File: src/rtl/div_unit.sv
// Iterative radix-2 restoring divide/remainder unit (DIV, DIVU, REM, REMU) for the execute stage.
// Optional DIV_FASTPATH_EN: zero-divisor and signed-overflow cases finish at the accept edge.
module div_unit #(
    parameter int unsigned WIDTH = 32
) (
    input  logic             iCLK,
    input  logic             iRST,
    input  logic             iStart,
    input  logic             iFlush,
    input  logic [4:0]       iControl,
    input  logic [WIDTH-1:0] iA,
    input  logic [WIDTH-1:0] iB,
    output logic             oBusy,
    output logic             oDone,
    output logic [WIDTH-1:0] oResult
);

    // Operation codes shared with the ALU decoder.
    localparam logic [4:0] OPDIV  = 5'd10;
    localparam logic [4:0] OPDIVU = 5'd11;
    localparam logic [4:0] OPREM  = 5'd12;
    localparam logic [4:0] OPREMU = 5'd13;

    localparam int unsigned CW = $clog2(WIDTH);

    typedef enum logic [1:0] {
        IDLE = 2'd0,
        CALC = 2'd1,
        ADJ  = 2'd2,
        DONE = 2'd3
    } state_t;

    state_t           state, state_n;
    logic [CW-1:0]    cnt, cnt_n;
    logic [WIDTH-1:0] rem, rem_n;
    logic [WIDTH-1:0] quo, quo_n;
    logic [WIDTH-1:0] dvs, dvs_n;
    logic [WIDTH-1:0] result_n;
    logic             op_rem, op_rem_n;
    logic             neg_q, neg_q_n;
    logic             neg_r, neg_r_n;
    logic             busy_n, done_n;

    logic             is_div, is_signed, is_rem_op;
    logic             a_neg, b_neg;
    logic [WIDTH-1:0] a_abs, b_abs;
    logic [WIDTH:0]   shift;
    logic             ge;
`ifdef DIV_FASTPATH_EN
    logic             fast;
    logic [WIDTH-1:0] fast_res;
`endif

    // Operand decode and one restoring step of the datapath.
    always_comb begin
        is_div    = (iControl == OPDIV) || (iControl == OPDIVU) ||
                    (iControl == OPREM) || (iControl == OPREMU);
        is_signed = (iControl == OPDIV) || (iControl == OPREM);
        is_rem_op = (iControl == OPREM) || (iControl == OPREMU);
        a_neg     = is_signed & iA[WIDTH-1];
        b_neg     = is_signed & iB[WIDTH-1];
        a_abs     = a_neg ? -iA : iA;
        b_abs     = b_neg ? -iB : iB;
        shift     = {rem, quo[WIDTH-1]};
        ge        = (shift >= {1'b0, dvs});
`ifdef DIV_FASTPATH_EN
        fast      = (iB == '0) ||
                    (is_signed && (iA == {1'b1, {(WIDTH-1){1'b0}}}) && (iB == '1));
        if (iB == '0)
            fast_res = is_rem_op ? iA : '1;
        else
            fast_res = is_rem_op ? '0 : iA;
`endif
    end

    // Next-state and next-register logic; flush overrides everything but reset.
    always_comb begin
        state_n  = state;
        cnt_n    = cnt;
        rem_n    = rem;
        quo_n    = quo;
        dvs_n    = dvs;
        op_rem_n = op_rem;
        neg_q_n  = neg_q;
        neg_r_n  = neg_r;
        result_n = oResult;

        case (state)
            IDLE, DONE: begin
                state_n = IDLE;
                if (iStart && is_div) begin
                    op_rem_n = is_rem_op;
                    neg_q_n  = a_neg ^ b_neg;
                    neg_r_n  = a_neg;
                    quo_n    = a_abs;
                    rem_n    = '0;
                    dvs_n    = b_abs;
                    cnt_n    = CW'(WIDTH - 1);
                    state_n  = CALC;
`ifdef DIV_FASTPATH_EN
                    if (fast) begin
                        state_n  = DONE;
                        result_n = fast_res;
                    end
`endif
                end
            end
            CALC: begin
                quo_n = {quo[WIDTH-2:0], ge};
                rem_n = ge ? WIDTH'(shift - {1'b0, dvs}) : shift[WIDTH-1:0];
                cnt_n = cnt - CW'(1);
                if (cnt == '0)
                    state_n = ADJ;
            end
            ADJ: begin
                // A zero divisor keeps the all-ones quotient unsigned.
                if (op_rem)
                    result_n = neg_r ? -rem : rem;
                else
                    result_n = (neg_q && (dvs != '0)) ? -quo : quo;
                state_n = DONE;
            end
            default: state_n = IDLE;
        endcase

        if (iFlush) begin
            state_n  = IDLE;
            result_n = oResult;
        end

        busy_n = (state_n == CALC) || (state_n == ADJ);
        done_n = (state_n == DONE);
    end

    always_ff @(posedge iCLK) begin
        if (!iRST) begin
            state   <= IDLE;
            cnt     <= '0;
            rem     <= '0;
            quo     <= '0;
            dvs     <= '0;
            op_rem  <= 1'b0;
            neg_q   <= 1'b0;
            neg_r   <= 1'b0;
            oBusy   <= 1'b0;
            oDone   <= 1'b0;
            oResult <= '0;
        end else begin
            state   <= state_n;
            cnt     <= cnt_n;
            rem     <= rem_n;
            quo     <= quo_n;
            dvs     <= dvs_n;
            op_rem  <= op_rem_n;
            neg_q   <= neg_q_n;
            neg_r   <= neg_r_n;
            oBusy   <= busy_n;
            oDone   <= done_n;
            oResult <= result_n;
        end
    end

endmodule
File: config.mk
export PLATFORM = sky130hd
export DESIGN_NAME = div_unit
export DESIGN_NICKNAME = d
export VERILOG_FILES = /design/src/rtl/div_unit.sv
export SDC_FILE = /design/constraint.sdc
export NUM_CORES = 1
export LEC_CHECK = 0
export ABC_AREA = 1
export CAP_MARGIN = 10
export CORE_MARGIN = 1.5
export CORE_UTILIZATION = 50
export CTS_CLUSTER_SIZE = 16
export DETAILED_ROUTE_END_ITERATION = 8
export GPL_ROUTABILITY_DRIVEN = 0
export PLACE_DENSITY = 0.8
export SYNTH_ARGS = -nofsm -noshare
export SYNTH_HDL_FRONTEND = slang
export SYNTH_SLANG_ARGS = --single-unit
File: constraint.sdc
create_clock -name iCLK -period 2.5 [get_ports iCLK]
set_input_delay 0.5 -clock iCLK [delete_from_list [all_inputs] [get_ports iCLK]]
set_output_delay 0.5 -clock iCLK [all_outputs]
set_load 0.01 [all_outputs]
-- Word-level counts from Yosys, hierarchy flattened
Index checks and enable logic that the tools add are counted.
- register bits after elaboration: 140
- bits of input ports: 73
- output and inout port bits: 34
- word-level logic and storage cells: 65
- add/sub/neg operators: 6
- order comparisons: 1
- eq/ne operators: 11
- mux-type cells: 16
- bitwise logic cells: 4
- reduce and logical (&&, ||, !) cells: 16
- operator list (cell ; number):
    $mux 32 ; 8
    $neg 32->32 ; 4
    $pmux 32 s2 ; 2
    $ge 33x32->1 ; 1
    $reduce_bool 32->1 ; 1
    $sub 32x32->32 ; 1
    $eq 5x4->1 const B ; 4
    $pmux 5 s2 ; 1
    $eq 2x2->1 const B ; 4
    $logic_or 1x1->1 ; 6
    $pmux 2 s3 ; 1
    $reduce_and 2->1 ; 3
    $logic_not 5->1 ; 1
    $mux 5 ; 1
    $sub 5x1->5 const B ; 1
    $eq 2x1->1 const B ; 2
    $mux 2 ; 2
    $and 1x1->1 ; 2
    $logic_and 1x1->1 ; 2
    $logic_not 2->1 ; 1
    $ne 2x2->1 const B ; 1
    $reduce_bool 2->1 ; 1
    $reduce_or 2->1 ; 1
    $mux 1 ; 1
    other kinds (2) ; 2

-- Logic depth before layout (Yosys ltp)
- depth in word-level cells: 10
- depth in mapped cells: 17

-- Worst setup path before layout
No wires, ideal clock.
- kind: reg-to-reg
- start: register state[0]
- end: register oBusy
- data arrival time: 2.010 ns
- data required time: 2.391 ns
- setup slack: 0.380 ns
- stages on the path, launching flop included: 15
- buffers on the path: 2
- period minus slack after synthesis: 2.120 ns
- cells stage by stage: dfxtp_1 -> inv_1 -> ha_1 -> inv_2 -> nor2_1 -> nand2_1 -> or2_1 -> buf_6 -> clkinv_1 -> clkbuf_1 -> nand2_1 -> nand2_1 -> ha_1 -> nand2_1 -> inv_1
- word-level cells in the longest chain between the ends: 6
- elaborated cells on any way between the ends: 11
- ends and longest elaborated chain (item ; RTL line ; RTL):
    start, declared ; 33 ; state_t state, state_n;
    start signal, assigned ; 149 ; state <= state_n;
    $eq 2x2->1 / $logic_not 2->1 (equally long branches) ; 88 ; case (state)
    $reduce_or 2->1 ; 88 ;
    $pmux 2 s3 (*) ; 88 ;
    $mux 2 (*) ; 126 ; if (iFlush) begin
    net state_n[0] ; 33 ;
    $eq 2x1->1 / $eq 2x2->1 (equally long branches) ; 131 ; busy_n = (state_n == CALC) || (state_n == ADJ);
    $logic_or 1x1->1 (*) ; 131 ;
    net busy_n ; 42 ; logic busy_n, done_n;
    end signal, assigned ; 157 ; oBusy <= busy_n;
    end, declared ; 13 ; output logic oBusy,
The timed path passes the listed nets; every way through them passes the cells marked *.
A chain may end at the register's enable or synchronous reset.

-- Worst setup path in the final report
- start: register dvs[3]
- end: register rem[20]
- word-level cells in the longest chain between the ends: 3
- elaborated cells on any way between the ends: 4
- ends and longest elaborated chain (item ; RTL line ; RTL):
    start, declared ; 37 ; logic [WIDTH-1:0] dvs, dvs_n;
    start signal, assigned ; 153 ; dvs <= dvs_n;
    $sub 32x32->32 / $ge 33x32->1 (equally long branches) ; 110, 65 ;
    $mux 32 (*) ; 110 ; rem_n = ge ? WIDTH'(shift - {1'b0, dvs}) : shift[WIDTH-1:0];
    $pmux 32 s2 (*) ; 88 ;
    end signal, assigned ; 151 ; rem <= rem_n;
    end, declared ; 35 ; logic [WIDTH-1:0] rem, rem_n;
Every way passes the cells marked *; elsewhere a longest branch is shown, timed or not.

==> results.cfg <==
[hold_path]
hp-start = dvs[31]$_SDFFE_PN0P_
hold_end = dvs[31]$_SDFFE_PN0P_
worstHoldPathCells = 2
hold_path_class = reg -> reg

[yosys]
async_reset_ff_share_pct = 0
syn_inst = 2134
synth_most_common_cell = nand2_1
synth_nets = 2249
yosysTopAreaCellShare_pct = 23.1
synth_warnings = 0
yosysTopAreaCell = dfxtp_1
yosysUniqueCellTypes = 46
ys_seq_elements = 140
synth_area_leaders = dfxtp_1 (23%), nand2_1 (16%), nand3_1 (9.9%), inv_1 (9.8%), a21oi_1 (8.8%)
synth-edff-count = 0
ys.flop_type = dfxtp_1
synth_seq_area_share_pct = 23.1
syn_avg_cell_area_um2 = 5.68
syn_area_um2 = 12100
synthTopCellsByCount = nand2_1 (523), inv_1 (315), nand3_1 (240)

[routing]
drt_iter0_drc = 1764
vias = 14400
drc_errors = 0
wl_met3_mm = 3.85
wl_mm = 39.9
postRouteAntennaNets = 0
met1_length_mm = 16.9
wl_met2_mm = 17.5
top_layer = met4
firstDrtPassIters = 9
wl_per_cell_um = 15.5
drt-vias-per-instance = 5.60

[worst_setup_path]
startpoint_type = register
slowest_delay_ns = 0.33
arrival_ns = 2.74
path_class = reg -> reg
worstReg2RegEnd = rem[20]$_SDFFE_PN0P_
slowest_stage = ha_1
r2r-start = dvs[3]$_SDFFE_PN0P_
crit_chain = inv_1 -> ha_1 -> nand2_1 -> inv_1 -> nand2_1 -> nand2_1 -> nand2_1 -> nand3_2 -> nand2_1 -> nand2_1 -> nand2_2 -> nand2_2 -> buf_6 -> nand2_1 -> nand3_1 -> a21oi_1
required_ns = 2.85
cp_top_family = simple AND/OR/NAND/NOR gates
crit_buf_inv = 3
worst-path-max-fanout = 17
ff2ff_setup_slack_ns = 0.11
cpMostUsedCell = nand2_1
rr_worst_depth = 16
end_kind = register

[pwr]
power_density_nw_per_um2 = 465
leakagePower_nw = 7.06
peakVddDrop_mv = 0.373

[layout]
antenna_cells = 0
areaGrowthSynthToFinish_pct = 20.4
fin_nets = 2359
final_layout_size_suffix_gt1_share_pct = 6.56
final_cells = 2576
fillCellCount = 2227

[place]
place_ws_ns = -0.0292
dp_cells = 2544
dp_hpwl_mm = 31.0
port_buffers = 106

[grt]
grtUsageTotal_pct = 31.7
grt_max_degree = 79
grt_antenna_before_repair = 0
grt_pass1_vias = 12600
globalRoute.totalOverflow = 0
grt_pass1_wl_mm = 62.9

[sta]
slew_violations = 0
clock_skew_ns = 0.0140
setup_slack_ns = 0.109
fin_crit_sh_pct = 95.6
slew_headroom_pct = 53.3
finalCriticalPeriod_ns = 2.39
whs_ns = 0.473
fmax_ghz = 0.418
setup_viol_count_final = 0
hold_violations = 0
finalSetupTns_ns = 0
tightest_slew_ns = 0.699

[clock_network]
clkSinkCount = 140
clockBufferDepth = 2
clkSlewWorstSetupHoldPaths_ns = 0.07
clkLatencyLatePin_ns = 0.43
clock-root-buffer = clkbuf_16
htree_levels = 4
cts_tree = done
numCtsBuffers = 17
cts_hold_buf = 0

[die]
initial_core_util_pct = 51.3
core_um2 = 23600
pin_count = 107
fp-row-count = 56
die_area_um2 = 25200
die_x_um = 159
die_h_um = 159

[outcome]
status = completed

[flow_run]
max_cap_violations = 0
cells in the final DEF (no fill, tap or decap), types with 31 or more instances in the layout:
cell type,count
nand3_1,240
clkdlybuf4s50_1,105
a21oi_1,214
dfxtp_1,140
nand2_1,522
o21ai_0,169
nor2_1,218
inv_1,315
xor2_1,31
buf_4,51
logic make-up (layout without fill, tap and decap cells):
kind of cell | Yosys count | count (layout) | share of synthesized area (%)
flip-flops | 140 | 140 | 23.1
XOR/XNOR | 51 | 51 | 3.69
adder cells (fa/ha/maj) | 42 | 42 | 4.40
AND/OR/NAND/NOR | 1078 | 1078 | 37.8
AO/OA/AOI/OAI | 420 | 420 | 18.0
buffers and inverters | 403 | 526 | 13.1
state kept, by name, indices dropped and copies added, names as in the netlist:
signal,cells
oDone,1
cnt,5
dvs,32
neg_r,1
op_rem,1
oResult,32
neg_q,1
rem,32
oBusy,1
quo,32
state,2
routing by layer:
metal	up-vias	GRT usage [%]
met2	705	48.9
met5	-	0
met1	6499	43.8
met4	0	13.0
met3	110	4.98
li1	7116	-
layout make-up:
class	instances	area (um^2)	share of cell area, %
Multi-Input combinational cell	1591	7910	54.2
Sequential cell	140	2800	19.2
Timing Repair Buffer	169	1660	11.4
Inverter	325	1220	8.40
Clock buffer	19	433	2.97
Tap cell	319	399	2.74
Clock inverter	13	165	1.13
metrics by stage:
| stage | util (%) | total power [mW] | instance area, um^2 |
|---|---|---|---|
| CTS | 61.0 | 6.70 | 14400 |
| global placement | 58.5 | 4.07 | 13800 |
| detailed placement | 58.5 | 4.11 | 13800 |
| global route | 61.8 | 7.07 | 14600 |
| floorplan | - | 3.54 | 12100 |
| finish | 61.8 | 6.78 | 14600 |
where the power goes:
part | switching [mW] | internal (mW) | total (mW)
sequential | 0.0593 | 2.29 | 2.35
clock | 1.05 | 1.58 | 2.63
combinational | 1.15 | 0.656 | 1.80
worst min-delay path, stage by stage, from the launching register on:
cell and delay, ns:
dfxtp_1 0.31, nand2_1 0.06, a21oi_1 0.05
timing repair:
| action | 4_1_cts | 5_1_grt |
|---|---|---|
| setup endpoints to repair | 0 | 36 |
| setup buffers | 0 | 0 |
| gates resized for setup | 0 | 32 |
worst max-delay path by stage:
stage	from	to	cells after the start
after floorplan	state[0]$_SDFF_PN0_	oBusy$_SDFF_PN0_	14
after global placement	iA[1]	quo[26]$_SDFFE_PN0P_	14
after detailed placement	iA[1]	quo[26]$_SDFFE_PN0P_	14
after CTS	rem[0]$_SDFFE_PN0P_	oResult[28]$_SDFFE_PN0P_	13
after global routing	dvs[21]$_SDFFE_PN0P_	rem[20]$_SDFFE_PN0P_	14
final	dvs[3]$_SDFFE_PN0P_	rem[20]$_SDFFE_PN0P_	16
No activity file was read; power rests on OpenSTA's default activity.
